**src/rtl/music_pkg.sv**
```systemverilog
// Shared types, widths and the default note table for the tone sequencer.
// Each table entry packs {half_period, dur}; dur == 0 marks end of song.
package music_pkg;

  localparam int unsigned HP_W      = 18;
  localparam int unsigned DUR_W     = 10;
  localparam int unsigned ROM_DEPTH = 16;

  typedef struct packed {
    logic [HP_W-1:0]  half_period;
    logic [DUR_W-1:0] dur;
  } note_t;

  typedef note_t [ROM_DEPTH-1:0] note_rom_t;

  typedef enum logic [2:0] {
    IDLE,
    LOAD,
    PLAY,
    GAP,
    DONE
  } state_t;

  function automatic note_t mk_note(input int unsigned hp, input int unsigned dur);
    note_t n;
    n.half_period = HP_W'(hp);
    n.dur         = DUR_W'(dur);
    return n;
  endfunction

  // C4..C5 major scale, 250 ms per note, half_period = 100e6 / (2 * f)
  function automatic note_rom_t default_rom();
    note_rom_t rom;
    rom    = '0;
    rom[0] = mk_note(191113, 250);
    rom[1] = mk_note(170265, 250);
    rom[2] = mk_note(151685, 250);
    rom[3] = mk_note(143172, 250);
    rom[4] = mk_note(127551, 250);
    rom[5] = mk_note(113636, 250);
    rom[6] = mk_note(101239, 250);
    rom[7] = mk_note(95557, 250);
    return rom;
  endfunction

  localparam note_rom_t NOTE_ROM = default_rom();

endpackage

```
**src/rtl/tone_gen.sv**
```systemverilog
// Square-wave generator: toggles sq every half_period enabled clocks.
// half_period == 0 is a rest and holds sq low.
module tone_gen
  import music_pkg::*;
(
  input  logic            CLK100MHZ,
  input  logic            clear,
  input  logic            enable,
  input  logic [HP_W-1:0] half_period,
  output logic            sq
);

  logic [HP_W-1:0] tone_cnt;

  always_ff @(posedge CLK100MHZ) begin
    if (clear) begin
      tone_cnt <= '0;
      sq       <= 1'b0;
    end else if (enable) begin
      if (half_period == '0) begin
        tone_cnt <= '0;
        sq       <= 1'b0;
      end else if (tone_cnt == half_period - 1'b1) begin
        tone_cnt <= '0;
        sq       <= ~sq;
      end else begin
        tone_cnt <= tone_cnt + 1'b1;
      end
    end
  end

endmodule

```
**src/rtl/tone_sequencer.sv**
```systemverilog
// Steps tone_gen through a note table with a silent gap after each note.
// Define MUSIC_ATTEN_EN to gate the speaker output down to 1/128 duty.
module tone_sequencer
  import music_pkg::*;
#(
  parameter int unsigned TICK_DIV   = 100000,
  parameter int unsigned GAP_TICKS  = 20,
  parameter int unsigned NUM_NOTES  = 16,
  parameter note_rom_t   NOTE_TABLE = NOTE_ROM
) (
  input  logic       CLK100MHZ,
  input  logic       reset,
  input  logic       start,
  input  logic       stop,
  input  logic       loop_en,
  input  logic       amp_en_sw,
  output logic       speaker_out,
  output logic       amp_sd_n,
  output logic       busy,
  output logic [3:0] note_idx,
  output logic       done
);

  localparam int unsigned     TICK_W    = $clog2(TICK_DIV);
  localparam logic [TICK_W-1:0] TICK_LAST = TICK_W'(TICK_DIV - 1);
  localparam logic [DUR_W-1:0]  GAP_LOAD  = DUR_W'(GAP_TICKS);
  localparam logic [3:0]        LAST_IDX  = 4'(NUM_NOTES - 1);

  state_t            state, state_next;
  logic [3:0]        idx_next;
  logic [DUR_W-1:0]  dur_cnt, dur_next;
  logic [TICK_W-1:0] tick_cnt;
  logic              timed, tick, adv, sq, spk_gate, tg_clear;
  note_t             cur_note;

  assign cur_note = NOTE_TABLE[note_idx];
  assign timed    = (state == PLAY) || (state == GAP);
  assign tick     = timed && (tick_cnt == TICK_LAST);

  // dur_cnt counts note ticks in PLAY and is reloaded with the gap length for GAP
  always_comb begin
    state_next = state;
    idx_next   = note_idx;
    dur_next   = dur_cnt;
    adv        = 1'b0;
    case (state)
      IDLE: begin
        if (start && !stop) begin
          state_next = LOAD;
          idx_next   = '0;
        end
      end
      LOAD: begin
        if (cur_note.dur == '0) begin
          state_next = DONE;
        end else begin
          state_next = PLAY;
          dur_next   = cur_note.dur;
        end
      end
      PLAY: begin
        if (tick) begin
          dur_next = dur_cnt - 1'b1;
          if (dur_cnt == DUR_W'(1)) begin
            if (GAP_TICKS == 0) begin
              adv = 1'b1;
            end else begin
              state_next = GAP;
              dur_next   = GAP_LOAD;
            end
          end
        end
      end
      GAP: begin
        if (tick) begin
          dur_next = dur_cnt - 1'b1;
          if (dur_cnt == DUR_W'(1)) adv = 1'b1;
        end
      end
      DONE: begin
        idx_next   = '0;
        state_next = loop_en ? LOAD : IDLE;
      end
      default: begin
        state_next = IDLE;
        idx_next   = '0;
      end
    endcase
    if (adv) begin
      if (note_idx == LAST_IDX) begin
        state_next = DONE;
      end else begin
        state_next = LOAD;
        idx_next   = note_idx + 1'b1;
      end
    end
    if (state != IDLE && stop) begin
      state_next = IDLE;
      idx_next   = '0;
    end
  end

  always_ff @(posedge CLK100MHZ) begin
    if (reset) begin
      state    <= IDLE;
      note_idx <= '0;
      dur_cnt  <= '0;
    end else begin
      state    <= state_next;
      note_idx <= idx_next;
      dur_cnt  <= dur_next;
    end
  end

  always_ff @(posedge CLK100MHZ) begin
    if (reset || !timed || state_next != state) begin
      tick_cnt <= '0;
    end else if (tick) begin
      tick_cnt <= '0;
    end else begin
      tick_cnt <= tick_cnt + 1'b1;
    end
  end

  assign tg_clear = reset || (state != PLAY) || (state_next != PLAY);

  tone_gen u_tone (
    .CLK100MHZ  (CLK100MHZ),
    .clear      (tg_clear),
    .enable     (state == PLAY),
    .half_period(cur_note.half_period),
    .sq         (sq)
  );

`ifdef MUSIC_ATTEN_EN
  logic [6:0] atten_cnt;

  always_ff @(posedge CLK100MHZ) begin
    if (reset) atten_cnt <= '0;
    else       atten_cnt <= atten_cnt + 1'b1;
  end

  assign spk_gate = (atten_cnt == '0);
`else
  assign spk_gate = 1'b1;
`endif

  // Registered from next-state so stop/reset silence the pins on the same edge
  always_ff @(posedge CLK100MHZ) begin
    if (reset) begin
      speaker_out <= 1'b0;
      amp_sd_n    <= 1'b0;
    end else begin
      speaker_out <= sq && spk_gate && (state_next == PLAY);
      amp_sd_n    <= amp_en_sw && (state_next != IDLE);
    end
  end

  assign busy = (state != IDLE);
  assign done = (state == DONE);

endmodule
```
**config.mk**
```make
export PLATFORM = sky130hd
export DESIGN_NAME = tone_sequencer
export DESIGN_NICKNAME = d
export VERILOG_FILES = /design/src/rtl/music_pkg.sv /design/src/rtl/tone_gen.sv /design/src/rtl/tone_sequencer.sv
export SDC_FILE = /design/constraint.sdc
export NUM_CORES = 1
export LEC_CHECK = 0
export ABC_AREA = 1
export CAP_MARGIN = 5
export CORE_MARGIN = 1
export CORE_UTILIZATION = 35
export DETAILED_ROUTE_END_ITERATION = 16
export GPL_TIMING_DRIVEN = 0
export HOLD_SLACK_MARGIN = 0.02
export PLACE_DENSITY = 0.5
export SETUP_SLACK_MARGIN = 0.4
export SLEW_MARGIN = 20
export SYNTH_ARGS = -nofsm -noshare
export SYNTH_HDL_FRONTEND = slang
export SYNTH_HIERARCHICAL = 1
export SYNTH_SLANG_ARGS = --single-unit
```
**constraint.sdc**
```tcl
create_clock -name CLK100MHZ -period 2.4 [get_ports CLK100MHZ]
set_input_delay 0.6 -clock CLK100MHZ [delete_from_list [all_inputs] [get_ports CLK100MHZ]]
set_output_delay 0.6 -clock CLK100MHZ [all_outputs]
set_load 0.1 [all_outputs]
```
After elaboration in Yosys (flattened, before gate mapping)

Memory sizes are Yosys's and may differ from the RTL's. A register that Yosys moved wholly into a read port is not among the register bits.
Index checks and enable logic that the tools add are counted.

$add $sub $neg: 5
Magnitude comparators: 1
Equal/unequal tests: 15
Mux-type cells: 27
Bitwise operators: 1
Reductions and logical operators: 24

Operator list:

| cell                  | number |
|---|---|
| $mux 10               | 4 |
| $mux 18               | 2 |
| $pmux 10 s3           | 1 |
| $mux 28               | 1 |
| $mux 3                | 7 |
| $add 18x1->18 const B | 1 |
| $eq 18x18->1          | 1 |
| $logic_not 18->1      | 1 |
| $sub 18x1->18 const B | 1 |
| $add 17x1->17 const B | 1 |
| $eq 17x17->1 const B  | 1 |
| $mux 4                | 4 |
| $pmux 3 s5            | 1 |
| $eq 10x1->1 const B   | 1 |
| $logic_not 10->1      | 1 |
| $sub 10x1->10 const B | 1 |
| $eq 3x2->1 const B    | 3 |
| $reduce_bool 3->1     | 3 |
| $pmux 4 s2            | 1 |
| $mux 1                | 6 |
| $ne 2x2->1 const B    | 3 |
| $ne 3x2->1 const B    | 2 |
| $logic_and 1x1->1     | 5 |
| $logic_or 1x1->1      | 5 |
| other kinds (14)      | 16 |

Flip-flop bits (word level): 55
Bits in read-only memories: 448
Output and inout port bits: 8
Word-level logic and storage cells: 82
Memories kept: 1

Memories:

| memory           | depth | bits a word | read ports | clocked after memory_dff | wr ports | RTL line             | RTL |
|---|---|---|---|---|---|---|---|
| (name not given) | 16    | 28          | 1          | 1                        | 0        | tone_sequencer.sv:36 | `assign cur_note = NOTE_TABLE[note_idx];` |

Depth between registers and ports, before layout

Gate-level depths: netlist (run 1).

Depth after elaboration: 10
Gate-level depth with buffers: 18

Modules after synthesis

Netlist (run 1), hierarchy kept.

Modules (own cells, without submodules):

| module         | instances | cells each | area each (um^2) | sequential area each (um^2) |
|---|---|---|---|---|
| tone_sequencer | 1         | 384        | 2,840.2          | 1,101.1 |
| tone_gen       | 1         | 283        | 1,700.4          | 380.4 |

Worst setup path after synthesis (run 1)

OpenSTA, ideal clock, no wires.

Path type: register to register
From: register state[1]
To: register u_tone.tone_cnt[5]
Library setup time: 0.117 ns
Arrival: 2.793 ns
Required time: 2.283 ns
Setup slack: -0.509 ns
Stages on the path, launching flop included: 14
Path buffers: 1
Period minus slack after synthesis: 2.909 ns
Cell sequence: dfxtp_1 nor2_2 inv_1 nor2_1 nand2_1 nand2_1 nor2_1 a21oi_1 nand3_1 nand4_1 inv_1 nand2_4 buf_12 nor2_2

Elaborated cells between the ends (all ways): 21
Classes of those cells: eq/ne (6); mux (8); reduce/logical (7)

RTL lines:

| what                     | RTL line              | RTL |
|---|---|---|
| start: declaration       | tone_sequencer.sv:29  | `state_t state, state_next;` |
| start signal: assignment | tone_sequencer.sv:109 | `state <= state_next;` |
| $eq 3x3->1               | n/a                   |  |
| via done                 | tone_sequencer.sv:21  | `output logic done` |
| $pmux 3 s5               | tone_sequencer.sv:46  | `case (state)` |
| $mux 3                   | tone_sequencer.sv:89  | `if (adv) begin` |
| $mux 3                   | tone_sequencer.sv:97  | `if (state != IDLE && stop) begin` |
| $ne 3x2->1               | tone_sequencer.sv:125 | `assign tg_clear = reset \|\| (state != PLAY) \|\| (state_next != PLAY);` |
| $logic_or 1x1->1         | tone_sequencer.sv:125 |  |
| via tg_clear             | tone_sequencer.sv:33  | `logic timed, tick, adv, sq, spk_gate, tg_clear;` |
| end signal: assignment   | tone_gen.sv:27        | `tone_cnt <= tone_cnt + 1'b1;` |
| end: declaration         | tone_gen.sv:13        | `logic [HP_W-1:0] tone_cnt;` |

The timed path passes the listed nets, and every way through them passes these cells.
A chain may end at the register's enable or synchronous reset.

==> metrics.csv, run 1 <==
stage,metric,value,unit
status,outcome,finished clean,
die,num rows,41,
power_and_ir_drop,Seq pwr share,45.2,%
power_and_ir_drop,P_sw,0.7036,mW
critical_path,R2R depth,18,
layout,Final Net Count,751,
layout,fraction of layout cells with a size suffix above 1,28.90,%
sta,Slew headroom,63.91,%
route,per-cell routed wire length,12.76,um
yosys,largest family of logic cells by synthesized area,simple AND/OR/NAND/NOR gates,
clock_network,"CTS clk-pin slew, worst paths",0.06,ns
sta,Achievable Freq,466.9,MHz
clock_network,clock tree sinks,74,
clock_network,htree depth,3,
layout,Post-Layout Inst Area,0.006077,mm^2
job,max_cap viols,0,
power_and_ir_drop,Sw Ratio,25.15,%
critical_path,Crit Path Category,reg -> reg,
sta,period utilization,89.25,%
yosys,Syn Std Cell Area,0.004541,mm^2
yosys,compound-gate portion of the synthesized area,4.850,%
route,Final ANT Viol Nets,0,
critical_path,WP data arrival,2.37,ns
die,IO Pins,14,
critical_path,CP required,2.63,ns
route,WL final,11.60,mm
power_and_ir_drop,Comb pwr share,9.0,%
sta,final setup fails,0,
sta,Final Hold Viols,0,
die,core footprint,0.01262,mm^2
sta,Slew @ Worst Pin,0.5438,ns
critical_path,R2R Path Start,cur_note[10],
yosys,async set-reset flop share out of synthesis,0,%
route,DR vias,4294,
yosys,Synthesis Warnings,6,
power_and_ir_drop,Leak,2.495,nW
global_routing,first-pass GRT wire length,19.14,mm
place,HPWL after DPL,8.303,mm
die,chip height,115.9,um
yosys,Post-Syn Nets,686,
sta,RSZ-0062 raised after global routing,yes,
sta,setup TNS,0,ns
global_routing,grt ovf,0,
layout,antenna cells,0,
clock_network,TritonCTS buffer count,9,
critical_path,Critical Path Start Type,flop,
yosys,post-synthesis cell count,667,
power_and_ir_drop,VDD IR max,0.3711,mV
route,DRC Markers,0,
global_routing,vias in the first global route,4100,
hold_path,Hold Path Class,reg -> reg,
yosys,Avg Synthesized Cell Area,6.808,um^2
power_and_ir_drop,P per Cell Area,460.4,mW/mm^2
yosys,Cell variety after synth,40,
global_routing,Total GRT Usage,18.33,%
clock_network,CTS Buffer Depth,2,
place,DP Area,0.004975,mm^2
sta,clk_skew,0.009101,ns
clock_network,Root Buffer Master,clkbuf_16,
place,quantity of I/O buffers inserted on ports,12,
layout,"commonest non-fill, non-tap cells in the layout","144 x nand2_1, 78 x nor2_1, 70 x inv_1, 62 x dfxtp_1, 39 x nand3_1",
power_and_ir_drop,Int Power,2.094,mW
route,drt pass-1 iters,4,
yosys,multiplexer share of the synthesized area,0,%
route,initial drt markers,157,
yosys,Yosys reg bits,74,
sta,minimum clock period,2.142,ns
hold_path,Hold Path Stages,2,
clock_network,worst-skew pair later-pin latency,0.34,ns
critical_path,critical path capture point type,flop,
yosys,Post-synth EDFFs,0,
yosys,Simple-Gate Fraction of Synth Area,41.14,%
critical_path,reg2reg end,u_tone/tone_cnt[9],
hold_path,Hold Path Origin,u_tone/sq,
global_routing,largest net degree at the start of global routing,13,
route,via/cell ratio,4.724,
power_and_ir_drop,PnR Total Power,2.798,mW
global_routing,antenna violations before repair,0,
hold_path,hold worst-path end,speaker_out,
die,Starting Density,35.98,%
die,die width,115.9,um
yosys,post-synthesis sequential area ratio,32.63,%
yosys,adder-cell share of the synthesized area,3.582,%
place,gpl congestion,0.8069,
yosys,post-synthesis xor/xnor area fraction,8.873,%
critical_path,crit-path max FO,6,
critical_path,register-to-register setup slack,0.26,ns
clock_network,CTS tree,yes,
sta,"Slew Viols, Final",0,
layout,"most common cell after layout, fill and taps aside",nand2_1,
power_and_ir_drop,Clk pwr share,45.8,%
die,full die area,0.01343,mm^2
yosys,main flop type after synthesis,dfxtp_1,
layout,Area growth syn-to-layout,33.84,%
## worst max-delay path by stage
stage	slack, ns	cells past startpoint	startpoint	endpoint
after detailed placement	-0.21	3	state[2]	done
after floorplan	0.17	12	state[1]	cur_note[24]
final	0.26	18	cur_note[10]	u_tone/tone_cnt[9]
after global placement	-0.22	3	state[2]	done
after global routing	0.1	18	cur_note[10]	u_tone/tone_cnt[11]
after CTS	0.29	17	cur_note[10]	u_tone/tone_cnt[13]
## sequential cells by signal, summed over array words and instances (netlist names)
signal,cells
dur_cnt,10
tick_cnt,17
amp_sd_n,1
note_idx,4
cur_note,19
speaker_out,1
u_tone/sq,1
state,3
u_tone/tone_cnt,18
## critical path, cell delays in order, from the launching register on
cell and delay (ns):
dfxtp_4 0.36, inv_4 0.07, ha_4 0.16, nand2_4 0.08, nor2_4 0.20, buf_6 0.13, nand2_2 0.04, nand2_1 0.05
nand2_1 0.07, nand2_1 0.08, nand3_2 0.09, nor2_4 0.13, nand2_2 0.06, nand2_1 0.07, nand2_2 0.07, nand2_4 0.11
buf_12 0.11, buf_16 0.11, nor2_2 0.03
## cells in the mapped netlist, types with 11 or more instances
master   instances  area, um^2
nor2_2          21       131.4
xor2_1          34       297.8
nand4_1         21       131.4
a21oi_1         17       85.08
xnor2_1         12       105.1
o21ai_0         12       60.06
nand3_1         54       270.3
nor3_1          11       55.05
dfxtp_1         74        1481
nand2_1        156       585.6
inv_1           85       319.1
ha_1            13       162.7
nor2_1         103       386.6
## power by group through the flow
stage	logic [mW]	registers (mW)	clock network, mW
6_report	0.253	1.26	1.28
2_1_floorplan	0.172	1.29	0
3_5_place_dp	0.224	1.29	0
3_3_place_gp	0.223	1.29	0
5_1_grt	0.280	1.27	1.39
4_1_cts	0.237	1.26	1.33
## logic make-up after synthesis
group                      count (synthesis)
buffers and inverters                     97
AOI/OAI and AO/OA                         38
and+or+nand+nor                          399
adders and majority gates                 13
xor gates and xnor gates                  46
DFF                                       74
## per-stage QoR
stage | hold slack, ns | instances | utilization [%] | setup slack (ns)
finish | 0.4744 | 909 | 48.16 | 0.2581
global route | 0.4965 | 909 | 48.16 | 0.09855
CTS | 0.4464 | 894 | 44.86 | 0.2902
detailed placement | 0.4451 | 851 | 39.42 | -0.2106
global placement | 0.4337 | 851 | 39.42 | -0.2168
floorplan | 0.4175 | 667 | - | 0.1663
## metal layers
layer  share of wire, %  GRT usage, %  vias up
met5                  0             0        -
met4                1.2         4.530        0
met3                2.9         5.073       14
met2                 51         32.66       46
met1                 45         21.63     1995
li1                   -             -     2239
## what timing repair did
action / CTS / global route
resized for setup: 84 / 70
gates cloned: 1 / 1
setup buffers: 26 / 14
endpoints found under the setup margin: 53 / 57
hold buffers: 0 / 0
pin swaps: 29 / 34
## final cells by class
cell class | count | area [um^2]
Inverter | 89 | 360.3
Timing Repair Buffer | 54 | 540.5
Fill cell | 1277 | 6543
Multi-Input combinational cell | 496 | 3090
Buffer | 8 | 77.57
Clock buffer | 13 | 260.3
Sequential cell | 74 | 1509
Tap cell | 172 | 215.2
Clock inverter | 3 | 23.77
No activity file was read; power rests on OpenSTA's default activity.
==> inputs of run 2 (changes only) <==
--- a/config.mk
+++ b/config.mk
@@ -12,7 +12,7 @@
 export DETAILED_ROUTE_END_ITERATION = 16
 export GPL_TIMING_DRIVEN = 0
 export HOLD_SLACK_MARGIN = 0.02
-export PLACE_DENSITY = 0.5
+export PLACE_DENSITY = 0.49
 export SETUP_SLACK_MARGIN = 0.4
 export SLEW_MARGIN = 20
 export SYNTH_ARGS = -nofsm -noshare
==> constraint.sdc (replaced) <==
create_clock -name CLK100MHZ -period 2.01 [get_ports CLK100MHZ]
set_input_delay 0.5025 -clock CLK100MHZ [delete_from_list [all_inputs] [get_ports CLK100MHZ]]
set_output_delay 0.5025 -clock CLK100MHZ [all_outputs]
set_load 0.1 [all_outputs]
==> run 2 against run 1 <==
The flow now finishes with violations (setup timing). Global-route usage grew 2.1 points. Highest routed layer unchanged. Combinational power increased by 85%. Via count is 6.0% higher. Die area unchanged. Setup slack lost 0.36 ns. Utilization up 8.5 points. Critical path depth is 1 lower. Count of clock-buffer cells in the layout is 1 lower. Worst hold slack worse by 0.011 ns.
==> metrics.csv, run 2 (synthesis results as in run 1) <==
stage,metric,value,unit,change
status,outcome,"complete, but fails checks",,
status,failing checks,setup timing,,
die,full die area,0.01343,mm^2,unchanged
place,placed cell count,851,,unchanged
job,max_cap viols,0,,unchanged
route,DR vias,4551,,+6.0%
die,die width,115.9,um,unchanged
sta,Final Hold Viols,0,,unchanged
route,per-cell routed wire length,13.85,um,+8.5%
global_routing,grt ovf,0,,unchanged
critical_path,Critical Path Start Type,flop,,
global_routing,Total GRT Usage,20.38,%,+2.1 points
critical_path,R2R Path Start,cur_note[10],,
clock_network,htree depth,3,,unchanged
sta,final setup fails,18,,+18
layout,fillers,1166,,-8.7%
layout,fraction of layout cells with a size suffix above 1,44.36,%,+15 points
sta,Slew headroom,65.35,%,+1.4 points
route,initial drt markers,174,,+11%
layout,"Core Util, Final",56.65,%,+8.5 points
layout,Post-Layout Inst Area,0.007149,mm^2,+18%
critical_path,register-to-register setup slack,-0.1,ns,-0.36 ns
global_routing,antenna violations before repair,0,,unchanged
sta,PnR worst setup slack,-0.09817,ns,-0.3563 ns
layout,"most common cell after layout, fill and taps aside",nand2_1,,
power_and_ir_drop,PnR Total Power,3.665,mW,+31%
power_and_ir_drop,P per Cell Area,512.7,mW/mm^2,+11%
route,DRC Markers,0,,unchanged
place,gpl congestion,0.8274,,+2.5%
layout,Final Net Count,794,,+5.7%
layout,Final Non-Filler Cells,952,,+4.7%
global_routing,vias in the first global route,4478,,+9.2%
global_routing,first-pass GRT wire length,20.99,mm,+9.7%
place,quantity of I/O buffers inserted on ports,12,,unchanged
sta,Slew @ Worst Pin,0.5191,ns,-0.02472 ns
place,HPWL after DPL,8.285,mm,-0.21%
die,chip height,115.9,um,unchanged
layout,register area,0.001525,mm^2,+1.1%
power_and_ir_drop,Leak,2.860,nW,+15%
sta,Achievable Freq,474.3,MHz,+1.6%
layout,Area growth syn-to-layout,57.45,%,
clock_network,clock tree sinks,74,,unchanged
global_routing,largest net degree at the start of global routing,13,,unchanged
place,DP Area,0.004975,mm^2,unchanged
power_and_ir_drop,VDD IR max,0.5426,mV,+46%
clock_network,"CTS clk-pin slew, worst paths",0.06,ns,about the same
sta,minimum clock period,2.108,ns,-0.03372 ns
layout,Largest register FFs,19,,unchanged
clock_network,TritonCTS buffer count,9,,unchanged
critical_path,Crit Path Category,reg -> reg,,
sta,"Slew Viols, Final",0,,unchanged
sta,RSZ-0062 raised after global routing,yes,,
critical_path,CP required,2.25,ns,-0.38 ns
critical_path,Worst Setup EP,u_tone/tone_cnt[5],,
layout,area of the multi-input gates,0.003611,mm^2,+17%
layout,"commonest non-fill, non-tap cells in the layout","125 x nand2_1, 64 x nor2_1, 60 x inv_1, 51 x dfxtp_1, 44 x buf_4",,
route,drt pass-1 iters,4,,unchanged
critical_path,R2R depth,17,,-1
critical_path,CP startpoint,cur_note[10],,
clock_network,Root Buffer Master,clkbuf_16,,
layout,antenna cells,0,,unchanged
hold_path,Hold Path Class,reg -> reg,,
die,Starting Density,35.98,%,unchanged
sta,clk_skew,0.008935,ns,-0.0001659 ns
route,WL final,13.18,mm,+14%
die,IO Pins,14,,unchanged
route,Final ANT Viol Nets,0,,unchanged
route,via/cell ratio,4.780,,+1.2%
clock_network,CTS tree,yes,,
critical_path,critical path capture point type,flop,,
die,core footprint,0.01262,mm^2,unchanged
sta,period utilization,104.9,%,+16 points
critical_path,reg2reg end,u_tone/tone_cnt[5],,
clock_network,CTS Buffer Depth,2,,unchanged
critical_path,WP data arrival,2.35,ns,-0.02 ns
die,num rows,41,,unchanged
critical_path,crit-path max FO,6,,unchanged
clock_network,worst-skew pair later-pin latency,0.36,ns,+0.02 ns
sta,setup TNS,-1.358,ns,-1.358 ns
==> run 2: per-layer routing <==
layer  vias up  wire, um  global-route usage [%]
met5         -         0                       0
met4         0       241                   8.718
met3        17       331                   4.132
met2        42      6982                   36.59
met1      2160      5626                   23.37
li1       2332         -                       -
==> run 2: how the worst min path moves through the flow <==
stage	startpoint	to	slack [ns]	cells after the start
floorplan	tick_cnt[0]	tick_cnt[0]	0.42	1
global placement	tick_cnt[0]	tick_cnt[0]	0.43	1
detailed placement	tick_cnt[0]	tick_cnt[0]	0.45	1
CTS	u_tone/sq	speaker_out	0.47	2
global route	u_tone/sq	speaker_out	0.48	2
finish	u_tone/sq	speaker_out	0.46	2
==> run 2: where the power goes <==
| group | switching (mW) | internal (mW) | leakage [nW] |
|---|---|---|---|
| clock | 0.653 | 1.03 | 0.145 |
| sequential | 0.0350 | 1.48 | 0.608 |
| combinational | 0.266 | 0.201 | 2.11 |
| total | 0.954 | 2.71 | 2.86 |
==> run 2: area by class of cell <==
cell class / count / share of cell area (%)
timing repair buffer: 96 / 14.19
multi-input combinational: 497 / 50.51
clock buffer: 12 / 3.588
tap: 172 / 3.010
inverter: 89 / 5.373
sequential: 74 / 21.33
clock inverter: 4 / 0.7000
buffer: 8 / 1.295
==> run 2: metrics by stage <==
step                setup WS, ns  hold slack [ns]
floorplan                -0.2235           0.4175
global placement         -0.4725           0.4336
detailed placement       -0.4780           0.4461
CTS                     -0.07167           0.4719
global route             -0.1989           0.4819
finish                  -0.09817           0.4632
==> run 2: what timing repair did <==
item,CTS,global route
cloned,4,0
pin swaps,79,55
resized for setup,256,100
setup endpoints to repair,81,76
buffers inserted,61,20
hold buffers,0,0
==> run 2: critical path, cell delays in order (launching register included) <==
cell     delay, ns
dfxtp_4       0.36
inv_4         0.06
ha_4          0.16
nand2_4       0.07
nor2_4        0.19
nand3_2       0.09
nand2_2       0.10
nand2_2       0.06
nor2_4        0.12
nand2_2       0.08
nor2_4        0.13
nand2_1       0.07
nand2_1       0.07
nand2_2       0.07
nand2_4       0.10
buf_12        0.12
buf_16        0.11
nor2_2        0.03
